## src/rtl/hb_tap_sequencer.sv

```systemverilog
// hb_tap_sequencer
//   Control and addressing front end for a symmetric decimating FIR that
//   uses a 16x16 sample RAM with one write port and two read ports.
//   Incoming samples are written into the RAM as a circular buffer. Every
//   DECIM-th sample starts a burst of NUM_PAIRS symmetric address pairs
//   (newest/oldest, moving inward) with a matching coefficient index. MAC
//   framing strobes trail the addresses by one cycle to line up with the
//   RAM's registered read data.
//
// Parameters
//   NUM_PAIRS  symmetric tap pairs per output (1..7), filter length 2*NUM_PAIRS
//   DECIM      input samples per output computation (1..16)
//
// Ports
//   clock       system clock, rising edge
//   reset       asynchronous active-low reset
//   strobe_in   one-cycle qualifier for data_in
//   data_in     input sample
//   write       RAM write enable
//   wr_addr     RAM write address
//   wr_data     RAM write data
//   rd_addr1    RAM read port 1 address (newer half of window)
//   rd_addr2    RAM read port 2 address (older half of window)
//   coeff_addr  coefficient index, aligned with rd_addr1/rd_addr2
//   pair_valid  RAM read data for a pair is valid this cycle
//   first_pair  with pair_valid: first pair of the burst (MAC loads)
//   last_pair   with pair_valid: final pair of the burst
//   strobe_out  one-cycle pulse after last_pair; MAC result complete
//   busy        burst in progress
//   overrun     sticky: a start request arrived while busy
module hb_tap_sequencer #(
  parameter int NUM_PAIRS = 4,
  parameter int DECIM     = 2
) (
  input  logic        clock,
  input  logic        reset,
  input  logic        strobe_in,
  input  logic [15:0] data_in,
  output logic        write,
  output logic [3:0]  wr_addr,
  output logic [15:0] wr_data,
  output logic [3:0]  rd_addr1,
  output logic [3:0]  rd_addr2,
  output logic [2:0]  coeff_addr,
  output logic        pair_valid,
  output logic        first_pair,
  output logic        last_pair,
  output logic        strobe_out,
  output logic        busy,
  output logic        overrun
);

  localparam logic [0:0] IDLE = 1'b0;
  localparam logic [0:0] RUN  = 1'b1;

  // Distance from the newest to the oldest sample of the window.
  localparam logic [3:0] SPAN       = 4'(2 * NUM_PAIRS - 1);
  localparam logic [2:0] K_LAST     = 3'(NUM_PAIRS - 1);
  localparam logic [3:0] PHASE_LAST = 4'(DECIM - 1);

  logic [3:0] wr_ptr;
  logic [3:0] phase;
  logic       start_req;
  logic [0:0] state;
  logic [2:0] k;
  logic [3:0] base;
  logic [2:0] k_next;
  logic [3:0] k_next_w;

  assign k_next   = k + 3'd1;
  assign k_next_w = {1'b0, k_next};
  assign busy     = (state == RUN);

  // Write path and decimation phase. The start request is registered so it
  // appears in the same cycle as the write; base is then the address being
  // written, and the first read follows the write edge.
  // NOTE: state is updated with non-blocking assignments so every register
  // samples the pre-edge values regardless of statement order.
  always_ff @(posedge clock or negedge reset) begin
    if (!reset) begin
      write     <= 1'b0;
      wr_addr   <= '0;
      wr_data   <= '0;
      wr_ptr    <= '0;
      phase     <= '0;
      start_req <= 1'b0;
    end else begin
      write     <= strobe_in;
      start_req <= strobe_in && (phase == PHASE_LAST);
      if (strobe_in) begin
        wr_addr <= wr_ptr;
        wr_data <= data_in;
        wr_ptr  <= wr_ptr + 4'd1;
        phase   <= (phase == PHASE_LAST) ? 4'd0 : phase + 4'd1;
      end
    end
  end

  // Burst sequencer. Read addresses are registered and loaded one step
  // ahead, so they simply hold their last values once the burst ends.
  always_ff @(posedge clock or negedge reset) begin
    if (!reset) begin
      state      <= IDLE;
      k          <= '0;
      base       <= '0;
      rd_addr1   <= '0;
      rd_addr2   <= '0;
      coeff_addr <= '0;
      overrun    <= 1'b0;
    end else begin
      case (state)
        IDLE: begin
          if (start_req) begin
            state      <= RUN;
            k          <= '0;
            base       <= wr_addr;
            rd_addr1   <= wr_addr;
            rd_addr2   <= wr_addr - SPAN;
            coeff_addr <= '0;
          end
        end
        RUN: begin
          // A request during a burst is dropped; the burst is not disturbed.
          if (start_req) begin
            overrun <= 1'b1;
          end
          if (k == K_LAST) begin
            state <= IDLE;
          end else begin
            k          <= k_next;
            rd_addr1   <= base - k_next_w;
            rd_addr2   <= base - SPAN + k_next_w;
            coeff_addr <= k_next;
          end
        end
        default: state <= IDLE;
      endcase
    end
  end

  // Framing trails the address issue by one cycle (RAM read latency).
  always_ff @(posedge clock or negedge reset) begin
    if (!reset) begin
      pair_valid <= 1'b0;
      first_pair <= 1'b0;
      last_pair  <= 1'b0;
      strobe_out <= 1'b0;
    end else begin
      pair_valid <= (state == RUN);
      first_pair <= (state == RUN) && (k == 3'd0);
      last_pair  <= (state == RUN) && (k == K_LAST);
      strobe_out <= last_pair;
    end
  end

endmodule

```

## config.mk

```make
export PLATFORM = sky130hd
export DESIGN_NAME = hb_tap_sequencer
export DESIGN_NICKNAME = d
export VERILOG_FILES = /design/src/rtl/hb_tap_sequencer.sv
export SDC_FILE = /design/constraint.sdc
export NUM_CORES = 1
export LEC_CHECK = 0
export ABC_CLOCK_PERIOD_IN_PS = 2400
export BUFFER_PORTS_ARGS = -buffer_cell sky130_fd_sc_hd__buf_2
export CORE_ASPECT_RATIO = 1.5
export CORE_MARGIN = 4
export CORE_UTILIZATION = 52
export CTS_CLUSTER_DIAMETER = 120
export DETAILED_ROUTE_END_ITERATION = 16
export PLACE_DENSITY = 0.77
export SYNTH_ARGS = -nofsm -noshare
export SYNTH_HDL_FRONTEND = slang
export SYNTH_SLANG_ARGS = --single-unit
```

## constraint.sdc

```tcl
create_clock -name clock -period 2.4 [get_ports clock]
set_clock_uncertainty 0.1 [all_clocks]
set_input_delay 0.48 -clock clock [delete_from_list [all_inputs] [get_ports clock]]
set_output_delay 0.48 -clock clock [all_outputs]
set_load 0.01 [all_outputs]
```

## Yosys cells after proc, flatten, opt, wreduce, memory -nomap -nowiden

Cells that the tools add are included.

| word-level totals | value |
|---|---|
| register bits after elaboration | 51 |
| latch bits | 0 |
| RAM bits | 0 |
| bits in read-only memories | 0 |
| input port bits | 19 |
| output and inout port bits | 38 |
| word-level logic and storage cells | 48 |
| memories kept | 0 |

| cells by class | value |
|---|---|
| add/sub/neg operators | 7 |
| multiply operators | 0 |
| divide/modulo/power cells | 0 |
| order comparisons | 0 |
| equality and inequality tests | 4 |
| shifts and indexed selects | 0 |
| mux-type cells | 13 |
| bitwise operators | 1 |
| reduce and logical (&&, ||, !) cells | 7 |

Operator list:

| kind | number |
|---|---|
| 2-to-1 mux 4 bit | 5 |
| one-hot mux 4 bit (2 select lines) | 2 |
| adder 4 x 1 -> 4 bit (second input constant) | 2 |
| subtractor 4 x 3 -> 4 bit (second input constant) | 2 |
| 2-to-1 mux 3 bit | 2 |
| one-hot mux 3 bit (2 select lines) | 1 |
| AND reduction 2 bit | 3 |
| adder 4 x 3 -> 4 bit | 1 |
| == test 4 x 1 -> 1 bit (second input constant) | 1 |
| inequality test 2 bit (second input constant) | 2 |
| subtractor 4 x 3 -> 4 bit | 1 |
| adder 3 x 1 -> 3 bit (second input constant) | 1 |
| == test 3 x 2 -> 1 bit (second input constant) | 1 |
| logical AND 1 bit | 3 |
| logical NOT 3 bit | 1 |
| 2-to-1 mux 1 bit | 2 |
| one-hot mux 1 bit (2 select lines) | 1 |
| inverter 1 bit | 1 |

## Longest topological paths before layout

Gate-level depths: netlist of the first run.

| logic depth | value |
|---|---|
| depth after elaboration | 4 |
| mapped depth | 8 |

## Worst setup path after synthesis of the first run

No wires, ideal clock.

| path | value |
|---|---|
| path kind | register -> register |
| from | register k[0] |
| to | register rd_addr2[3] |
| setup time | 0.119 ns |
| arrival | 1.831 ns |
| required time | 2.181 ns |
| setup slack | 0.350 ns |
| stages on the path, launching flop included | 9 |
| buffers on the path | 0 |
| period minus slack after synthesis | 2.050 ns |
| cell sequence | dfrtp_1 > ha_1 > ha_1 > inv_1 > ha_1 > a21oi_1 > o21ai_0 > xnor2_1 > a21bo_1 |

| on the way | value |
|---|---|
| longest elaborated chain between the ends | 4 |
| elaborated cells between the ends (all ways) | 7 |
| classes of those cells | add/sub (2); eq/ne (2); mux (2); reduce/logical (1) |

Ends and longest elaborated chain:

| item | line | text |
|---|---|---|
| start, declared | 65 | `logic [2:0] k;` |
| start signal, assigned | 130 | `k <= k_next;` |
| adder 3 x 1 -> 3 bit | 70 | `assign k_next = k + 3'd1;` |
| adder 4 x 3 -> 4 bit | 132 | `rd_addr2 <= base - SPAN + k_next_w;` |
| 2-to-1 mux 4 bit | 127 | `if (k == K_LAST) begin` |
| one-hot mux 4 bit (2 select lines) | 111 | `case (state)` |
| end signal, assigned | 118 | `rd_addr2 <= wr_addr - SPAN;` |
| end signal, assigned | 132 |  |
| end, declared | 43 | `output logic [3:0] rd_addr2,` |

Several ways; a longest one is shown, not always the timed one. The select of a mux whose other input is x is not followed.
A chain may end at the register's enable or synchronous reset.

## Worst setup path after layout of the first run

Same ends and word-level chain as after synthesis.

==> summary.md, run 1 <==
| Metric | Value |
|---|---|
| Core ar. | `4250 um2` |
| Crit path cell chain | `ha_1, ha_1, inv_1, ha_1, a21oi_1, o21ai_0, xnor2_1, a21bo_1` |
| Static Leak | `1.35 nW` |
| Internal power | `2.11 mW` |
| Rows | `29` |
| Hold Vio Cnt, Final | `0` |
| Starting Density | `54.2%` |
| Average wire per standard cell | `14.4 um` |
| Hold WC Path Type | `in -> async` |
| Synth Register Bits | `51` |
| Setup-failing EPs final | `0` |
| Most frequent CP cell | `ha_1` |
| Share of layout cells above drive strength 1 | `38.1%` |
| Share of the synthesized area in the top cell type | `55.4%` |
| Most area-hungry cell type in the Yosys netlist | `dfrtp_1` |
| Crit-path slowest cell | `dfrtp_1` |
| Io pins | `57` |
| Final layout net count | `276` |
| Fin Setup TNS | `0 ns` |
| CTS H-tree depth | `2` |
| TritonCTS Buffers | `5` |
| Hold Buf Count CTS | `0` |
| FFs w/ async S/R, synth | `100%` |
| Die Y | `89.5 um` |
| Post-DRT Antenna Nets | `0` |
| Comb pwr share | `46.0%` |
| Worst-margin pin slew | `0.597 ns` |
| GR peak layer | `met2` |
| Chip Width | `62.3 um` |
| Top-count cell post-synth | `dfrtp_1` |
| Yosys Warn Count | `0` |
| Slew Limit Headroom | `60.2%` |
| Sequential Power Share | `39.8%` |
| Clock transition at path regs | `0.09 ns` |
| Setup WS post-layout | `0.315 ns` |
| Clock tree buffer depth | `2` |
| Ys flop type | `dfrtp_1` |
| Worst r2r src | `k[0]$_DFFE_PN0P_` |
| Met2 Use GR | `27.6%` |
| Initial antenna violation count | `0` |
| Vias in the first global route | `1467` |
| Sw power | `1.36 mW` |
| Delay of the slowest critical-path stage | `0.44 ns` |
| First-pass GRT wire length | `6.98 mm` |
| Ant diodes | `0` |
| Post-cts repair resize count | `0` |
| Final WL | `4.17 mm` |
| Root buffer cell | `clkbuf_8` |
| Area contributors post-synth | `dfrtp_1, mux2_2, ha_1` |
| Clk network pwr share | `14.1%` |
| Mapped Nets | `218` |
| Top cell types by occurrence after synthesis | `dfrtp_1, mux2_2, nand2_1` |
| CP startpoint kind | `register` |
| DR pass1 iterations | `4` |
| DRC | `0` |
| Unique cell type count in the Yosys netlist | `32` |
| Post-layout min period | `2.08 ns` |
| Hpwl dp | `3.15 mm` |
| Routability Congestion | `0.833` |
| 1st-iter DRT viols | `52` |
| RSZ-0062 raised after global routing | `no` |
| Crit path from | `k[0]$_DFFE_PN0P_` |
| IO buf count | `56` |
| Post-CTS Setup Bufs | `0` |
| CTS sink cnt | `51` |
| Slew Limit Fails | `0` |
| Worst skew pair latency | `0.30 ns` |
| CTS tree | `yes` |
| Maxcap violations | `0` |
| Pre-CTS setup slack | `0.305 ns` |
| CP Capture Type | `register` |
| Max VDD drop | `0.977 mV` |
| Met1 usage | `18.7%` |
| Outcome | `completed` |
| Post-synth EDFFs | `0` |
| Cell count after synthesis | `185` |
| Via count | `1512` |
| Die Area | `5580 um2` |
| Avg Cell Area, Syn | `12.4 um2` |
| GRT overflow | `0` |
| Fmax | `0.480 GHz` |
| Pin count of the biggest net entering global routing | `30` |
| WP data required | `2.50 ns` |
| Post-synthesis sequential area ratio | `55.4%` |
| Critical path class | `reg -> reg` |
| GRT Total Usage | `15.7%` |
| Layout area overhead | `17.7%` |
| Routed vias/inst | `5.21` |
| Routing usage on met3 | `4.40%` |
| Post-route clock period utilization | `86.9%` |
| Power per Cell Area | `1280 nW/um2` |
| Sw frac | `39.2%` |
| CP Data Arrival Time | `2.19 ns` |
| Filler instances | `346` |
| Post-synthesis cell area | `2300 um2` |
| CP Max Fanout | `5` |
power groups by stage:
| stage | sequential, mW | combinational, mW | clock, mW |
|---|---|---|---|
| after floorplan | 1.43 | 1.11 | 0 |
| after global placement | 1.39 | 1.58 | 0 |
| after detailed placement | 1.40 | 1.61 | 0 |
| after CTS | 1.39 | 1.63 | 0.507 |
| after global routing | 1.43 | 1.82 | 0.543 |
| final | 1.38 | 1.60 | 0.490 |
through the flow:
| stage | utilization [%] | hold WS, ns | area, um2 | total power, mW | instances |
|---|---|---|---|---|---|
| floorplan | - | 0.0844 | 2300 | 2.54 | 185 |
| global placement | 61.7 | 0.256 | 2620 | 2.98 | 282 |
| detailed placement | 61.7 | 0.257 | 2620 | 3.02 | 282 |
| CTS | 63.8 | 0.0806 | 2710 | 3.52 | 290 |
| global route | 63.8 | 0.0975 | 2710 | 3.80 | 290 |
| finish | 63.8 | 0.0691 | 2710 | 3.47 | 290 |
layout make-up:
type / count / area (um2) / area share [%]
Clock buffer: 5 / 68.8 / 2.54
Timing Repair Buffer: 59 / 315 / 11.6
Clock inverter: 3 / 18.8 / 0.693
Multi-Input combinational cell: 115 / 931 / 34.4
Sequential cell: 51 / 1280 / 47.1
Tap cell: 46 / 57.6 / 2.12
Inverter: 11 / 41.3 / 1.52
critical path, delay by kind of cell, from the launching register on:
kind / cells / cell delay, ns
AOI/OAI and AO/OA: 3 / 0.41
xor gates and xnor gates: 1 / 0.13
adders and majority gates: 3 / 0.84
buffers and inverters: 1 / 0.07
DFF: 1 / 0.44
final timing paths:
check                                     endpoint  slack (ns)  depth (start not counted)
max in group asynchronous   wr_data[9]$_DFFE_PN0P_        1.59                          2
setup / recovery           rd_addr2[3]$_DFFE_PN0P_        0.32                          8
min in group clock            strobe_out$_DFF_PN0_        0.28                          0
hold / removal             rd_addr1[0]$_DFFE_PN0P_        0.07                          1
hold reg to reg               strobe_out$_DFF_PN0_        0.28                          0
setup reg to reg           rd_addr2[3]$_DFFE_PN0P_        0.32                          8
cells in the final DEF, fill, tap and decap left out, drive strengths merged, types with 3 or more instances in the layout:
cell and instances:
nor2 6, a21oi 3, buf 59, a21o 3, mux2i 4, xnor2 9, dfrtp 51, o21ai 10
mux2 22, clkbuf 5, nand2 22, ha 12, inv 12, xor2 3
logic make-up (layout without fill, tap and decap cells):
group	count (synthesis)	count (layout)	synth area share [%]
AO/OA/AOI/OAI	23	23	6.58
XOR/XNOR	12	12	4.57
flip-flops	51	51	55.4
AND/OR/NAND/NOR	40	40	8.53
adder cells (fa/ha/maj)	14	14	8.26
buffers and inverters	19	78	4.13
multiplexers	26	26	12.5
layer usage:
metal	up-vias	share of wire (%)
li1	732	-
met1	737	41
met2	38	53
met3	5	5.3
met4	0	1.4
met5	-	0
registers in the layout (all words and copies together), names as in the netlist, 3 cells and up:
| signal | flops |
|---|---|
| wr_data | 16 |
| base | 4 |
| phase | 4 |
| rd_addr1 | 4 |
| rd_addr2 | 4 |
| wr_addr | 4 |
| wr_ptr | 4 |
| k | 3 |
No activity file was read; power rests on OpenSTA's default activity.
==> run 2: changes to the inputs <==
Settings changed: CORE_ASPECT_RATIO 1.5 to default.
==> run 2 against run 1 <==
Net effect: first-iteration DRC count increased by 50%; wire length increased by 0.41%; total power increased by 3.3%; worst setup slack got worse by 0.013 ns; cell count increased by 1.0%; utilization increased by 1.9 points; clock-buffer cell count unchanged; via count increased by 0.33%; global-route usage increased by 1.6 points; non-clock buffer count decreased by 1; maximum frequency decreased by 0.62%.
==> summary.md, run 2 (synthesis gave the netlist of run 1 again) <==
| Metric | Value |
|---|---|
| Share of layout cells above drive strength 1 | `37.9% (-0.25 points)` |
| First-pass GRT wire length | `7.33 mm (+5.0%)` |
| Ant diodes | `0 (unchanged)` |
| GRT Total Usage | `17.4% (+1.6 points)` |
| RSZ-0062 raised after global routing | `no` |
| Average wire per standard cell | `14.3 um (-0.62%)` |
| Post-CTS Setup Bufs | `0 (unchanged)` |
| Root buffer cell | `clkbuf_8` |
| Chip Width | `74.5 um (+20%)` |
| Maxcap violations | `0 (unchanged)` |
| Io pins | `57 (unchanged)` |
| Post-layout min period | `2.10 ns (+0.0130 ns)` |
| Core ar. | `4140 um2 (-2.4%)` |
| Fin cells | `293 (+1.0%)` |
| Pin count of the biggest net entering global routing | `52 (+73%)` |
| GRT overflow | `0 (unchanged)` |
| Most flop-heavy register | `wr_data` |
| Critical path class | `reg -> reg` |
| Clock tree buffer depth | `2 (unchanged)` |
| DRC | `0 (unchanged)` |
| Static Leak | `1.35 nW (-0.25%)` |
| Starting Density | `55.6% (+1.3 points)` |
| Most frequent cells in the layout | `buf_2, dfrtp_1, nand2_1, mux2_2, ha_1` |
| Final layout net count | `275 (-0.36%)` |
| Layout area overhead | `18.2%` |
| Post-route clock period utilization | `87.4% (+0.54 points)` |
| Worst-margin pin slew | `0.623 ns (+0.0266 ns)` |
| Comb pwr share | `45.1% (-0.9 points)` |
| Post-DRT Antenna Nets | `0 (unchanged)` |
| Fmax | `0.477 GHz (-0.62%)` |
| DR pass1 iterations | `4 (unchanged)` |
| Die Area | `5560 um2 (-0.39%)` |
| CP Data Arrival Time | `2.20 ns (about the same)` |
| Placed inst area | `2610 um2 (-0.57%)` |
| TritonCTS Buffers | `5 (unchanged)` |
| Worst skew pair latency | `0.30 ns (about the same)` |
| CP startpoint kind | `register` |
| Routed vias/inst | `5.18 (-0.70%)` |
| CP Capture Type | `register` |
| Hold Buf Count CTS | `0 (unchanged)` |
| Placed instance count | `285 (+1.1%)` |
| Clk network pwr share | `16.9% (+2.8 points)` |
| Slew Limit Fails | `0 (unchanged)` |
| Fin Setup TNS | `0 ns (unchanged)` |
| Setup-failing EPs final | `0 (unchanged)` |
| Die Y | `74.5 um (-17%)` |
| Largest register FFs | `16 (unchanged)` |
| Sequential Power Share | `38.0% (-1.8 points)` |
| Post-cts repair resize count | `0 (unchanged)` |
| Final Total Pwr | `3.58 mW (+3.3%)` |
| Sw frac | `38.3% (-0.91 points)` |
| CTS tree | `yes` |
| 1st-iter DRT viols | `78 (+50%)` |
| Hpwl dp | `3.03 mm (-3.9%)` |
| Outcome | `completed` |
| Internal power | `2.21 mW (+4.9%)` |
| CTS sink cnt | `51 (unchanged)` |
| Via count | `1517 (+0.33%)` |
| Rows | `23 (-21%)` |
| Vias in the first global route | `1625 (+11%)` |
| Hold Vio Cnt, Final | `0 (unchanged)` |
| IO buf count | `56 (unchanged)` |
| Power per Cell Area | `1320 nW/um2 (+2.8%)` |
| Sw power | `1.37 mW (+0.91%)` |
| WP data required | `2.50 ns (about the same)` |
| CTS H-tree depth | `2 (unchanged)` |
| Routability Congestion | `0.846 (+1.6%)` |
| Most common cell after layout, fill and taps aside | `buf_2` |
| Max VDD drop | `0.614 mV (-37%)` |
| Initial antenna violation count | `0 (unchanged)` |
| Design area | `2720 um2 (+0.46%)` |
| Final WL | `4.19 mm (+0.41%)` |
| Slew Limit Headroom | `58.4% (-1.8 points)` |
| CP Max Fanout | `5 (unchanged)` |
| Hold WC Path Type | `in -> async` |
| Final core utilization | `65.7% (+1.9 points)` |
| Clock transition at path regs | `0.09 ns (about the same)` |
[run 2: routing by layer]
metal	up-vias	wire [um]	GRT usage [%]
met5	-	0	0
met4	0	101	6.52
met3	10	236	4.86
met2	38	2070	29.6
met1	734	1790	21.0
li1	735	-	-
[run 2: final timing paths]
path | start | endpoint | slack, ns | depth (start not counted)
setup / recovery | k[0]$_DFFE_PN0P_ | rd_addr2[3]$_DFFE_PN0P_ | 0.30 | 8
hold / removal | reset | pair_valid$_DFF_PN0_ | 0.17 | 2
setup reg to reg | k[0]$_DFFE_PN0P_ | rd_addr2[3]$_DFFE_PN0P_ | 0.30 | 8
hold reg to reg | last_pair$_DFF_PN0_ | strobe_out$_DFF_PN0_ | 0.28 | 0
max in group asynchronous | reset | wr_data[10]$_DFFE_PN0P_ | 1.61 | 2
min in group clock | last_pair$_DFF_PN0_ | strobe_out$_DFF_PN0_ | 0.28 | 0
[run 2: layout make-up]
| type | count | area, um2 |
|---|---|---|
| tap | 50 | 62.6 |
| multi-input combinational | 115 | 931 |
| clock inverter | 3 | 46.3 |
| fill | 326 | 1420 |
| timing repair buffer | 58 | 295 |
| clock buffer | 5 | 68.8 |
| sequential | 51 | 1280 |
| inverter | 11 | 41.3 |
[run 2: per-stage QoR]
step | hold slack, ns | setup slack (ns)
global placement | 0.258 | 0.331
CTS | 0.195 | 0.285
finish | 0.165 | 0.302
floorplan | 0.0844 | 0.350
detailed placement | 0.268 | 0.289
global route | 0.222 | 0.130
[run 2: power by group through the flow]
| stage | clock network (mW) | registers [mW] | logic, mW |
|---|---|---|---|
| finish | 0.605 | 1.36 | 1.62 |
| global route | 0.648 | 1.41 | 1.86 |
| CTS | 0.618 | 1.37 | 1.65 |
| detailed placement | 0 | 1.38 | 1.63 |
| global placement | 0 | 1.37 | 1.58 |
| floorplan | 0 | 1.43 | 1.11 |
[run 2: worst max-delay path, stage by stage, from the launching register on]
cell     delay, ns
dfrtp_1       0.44
ha_1          0.22
ha_1          0.31
inv_1         0.06
ha_1          0.31
a21oi_1       0.12
o21ai_0       0.11
xnor2_1       0.14
a21bo_1       0.18
==> run 3: changes to the inputs <==
Settings changed: CELL_PAD_IN_SITES_DETAIL_PLACEMENT from default to 1, CELL_PAD_IN_SITES_GLOBAL_PLACEMENT from default to 1, CORE_UTILIZATION 52 to 41.
==> run 3 against run 2 <==
Net effect: cell area rose by 1.0%; utilization down 15 points; sequential cell count unchanged; clock power fell by 13%; via count up 0.86%; global-route usage is 3.2 points lower; clock-buffer cell count up 3; sequential power about the same; first-iteration DRC count fell by 31%; sequential share of layout area fell by 0.47 points; combinational power is essentially flat; die area increased by 24%.
==> summary.md, run 3 (synthesis gave the netlist of run 1 again) <==
| Metric | Value |
|---|---|
| CP Capture Type | `register` |
| Most frequent cells in the layout | `buf_2, dfrtp_1, nand2_1, mux2_2, ha_1` |
| Vias in the first global route | `1664 (+2.4%)` |
| Average wire per standard cell | `14.5 um (+1.0%)` |
| Post-layout min period | `2.21 ns (+0.109 ns)` |
| R2r setup slk | `0.19 ns (-0.11 ns)` |
| Worst skew pair latency | `0.29 ns (about the same)` |
| RSZ-0062 raised after global routing | `no` |
| GRT overflow | `0 (unchanged)` |
| DR pass1 iterations | `3 (-1)` |
| CTS sink cnt | `51 (unchanged)` |
| Core ar. | `5470 um2 (+32%)` |
| Most flop-heavy register | `wr_data` |
| Final layout net count | `277 (+0.73%)` |
| DRC | `0 (unchanged)` |
| Critical path class | `reg -> reg` |
| Hold WC Path Type | `in -> async` |
| Io pins | `57 (unchanged)` |
| Design area | `2750 um2 (+1.0%)` |
| CTS H-tree depth | `2 (unchanged)` |
| Initial antenna violation count | `0 (unchanged)` |
| Outcome | `completed` |
| Hpwl dp | `3.48 mm (+15%)` |
| Reg2Reg Depth | `8 (unchanged)` |
| Hold Buf Count CTS | `0 (unchanged)` |
| Pre-CTS setup slack | `0.197 ns (-0.0922 ns)` |
| Register area | `1280 um2 (unchanged)` |
| Largest register FFs | `16 (unchanged)` |
| Maxcap violations | `0 (unchanged)` |
| Die Y | `82.9 um (+11%)` |
| Layout area overhead | `19.4%` |
| Static Leak | `1.36 nW (+0.51%)` |
| WP data required | `2.49 ns (about the same)` |
| Share of layout cells above drive strength 1 | `38.0% (+0.099 points)` |
| Worst r2r src | `k[0]$_DFFE_PN0P_` |
| Metal-1 WL | `1.93 mm (+8.0%)` |
| Rows | `27 (+17%)` |
| Fin Setup TNS | `0 ns (unchanged)` |
| Hold WS | `0.0763 ns (-0.0887 ns)` |
| Routability Congestion | `0.834 (-1.4%)` |
| Root buffer cell | `clkbuf_8` |
| Die Area | `6880 um2 (+24%)` |
| CP startpoint kind | `register` |
| Post-route clock period utilization | `91.9% (+4.5 points)` |
| Met3 WL | `268 um (+14%)` |
| GRT Total Usage | `14.2% (-3.2 points)` |
| Max VDD drop | `0.449 mV (-27%)` |
| Pin count of the biggest net entering global routing | `30 (-42%)` |
| Post-DRT Antenna Nets | `0 (unchanged)` |
| Via count | `1530 (+0.86%)` |
| Fmax | `0.453 GHz (-4.9%)` |
| Power per Cell Area | `1290 nW/um2 (-2.2%)` |
| Slew Limit Fails | `0 (unchanged)` |
| Hold Vio Cnt, Final | `0 (unchanged)` |
| Met2 Routed Length | `2.34 mm (+13%)` |
| Max layer used | `met4` |
| Setup-failing EPs final | `0 (unchanged)` |
| CP Data Arrival Time | `2.30 ns (+0.10 ns)` |
| Post-CTS Setup Bufs | `0 (unchanged)` |
| Ant diodes | `0 (unchanged)` |
| Worst-margin pin slew | `0.605 ns (-0.0186 ns)` |
| Slew Limit Headroom | `59.7% (+1.2 points)` |
| Multi-input logic area | `931 um2 (unchanged)` |
| Clock tree buffer depth | `2 (unchanged)` |
| Most common cell after layout, fill and taps aside | `buf_2` |
| 1st-iter DRT viols | `54 (-31%)` |
| CTS tree | `yes` |
| TritonCTS Buffers | `5 (unchanged)` |
| Filler instances | `614 (+88%)` |
| Post-cts repair resize count | `0 (unchanged)` |
| IO buf count | `56 (unchanged)` |
| Placed inst area | `2650 um2 (+1.6%)` |
| R2r endpoint | `rd_addr2[3]$_DFFE_PN0P_` |
| Final core utilization | `50.2% (-15 points)` |
| Final WL | `4.58 mm (+9.3%)` |
| First-pass GRT wire length | `7.98 mm (+8.8%)` |
| Starting Density | `42.1% (-13 points)` |
| Clock transition at path regs | `0.09 ns (about the same)` |
| CP Max Fanout | `5 (unchanged)` |
| Routed vias/inst | `4.83 (-6.8%)` |
| Chip Width | `82.9 um (+11%)` |
| Setup WS post-layout | `0.194 ns (-0.109 ns)` |
==> run 3: cell count changes in the layout (fill, tap and decap cells not counted) <==
| cell | previous run | this run |
|---|---|---|
| inv_6 | 1 | 0 |
| clkinvlp_4 | 1 | 0 |
| buf_4 | 2 | 4 |
| bufinv_16 | 1 | 0 |
| clkbuf_1 | 0 | 1 |
| clkbuf_8 | 5 | 7 |
==> run 3: layout make-up <==
type,count,share of cell area (%)
flip-flops and latches,51,46.4
clock buffers,8,3.64
repair buffers,60,11.3
well taps,72,3.28
multi-input cells,115,33.9
inverters,11,1.50
==> run 3: where the power goes <==
part           switching [mW]  internal [mW]  total [mW]
Sequential              0.231           1.14        1.37
Combinational           0.876          0.770        1.65
Clock                   0.263          0.263       0.527
Total                    1.37           2.17        3.54
==> run 3: how the worst max path moves through the flow <==
stage,from,slack (ns),cells past startpoint,to
final,k[0]$_DFFE_PN0P_,0.19,8,rd_addr2[3]$_DFFE_PN0P_
after CTS,k[0]$_DFFE_PN0P_,0.17,8,rd_addr2[3]$_DFFE_PN0P_
after global placement,k[0]$_DFFE_PN0P_,0.34,8,rd_addr2[3]$_DFFE_PN0P_
after global routing,k[0]$_DFFE_PN0P_,0.04,8,rd_addr2[3]$_DFFE_PN0P_
after detailed placement,k[0]$_DFFE_PN0P_,0.20,8,rd_addr2[3]$_DFFE_PN0P_
after floorplan,k[0]$_DFFE_PN0P_,0.35,8,rd_addr2[3]$_DFFE_PN0P_
==> run 3: routing by layer <==
metal  vias up  GRT usage (%)
met2        39           24.6
met3         5           4.27
met5         -              0
met1       749           17.1
li1        737              -
met4         0           3.57
==> run 3: worst max-delay path: stages (launching register included) <==
cell and delay (ns):
dfrtp_1 0.44, ha_1 0.23, ha_1 0.31, inv_1 0.07, ha_1 0.32, a21oi_1 0.15, o21ai_0 0.13, xnor2_1 0.15
a21bo_1 0.19
==> run 3: stage by stage <==
stage | power, mW | std cells
2_1_floorplan | 2.54 | 185
3_3_place_gp | 3.00 | 309
3_5_place_dp | 3.08 | 309
4_1_cts | 3.63 | 317
5_1_grt | 3.89 | 317
6_report | 3.54 | 317
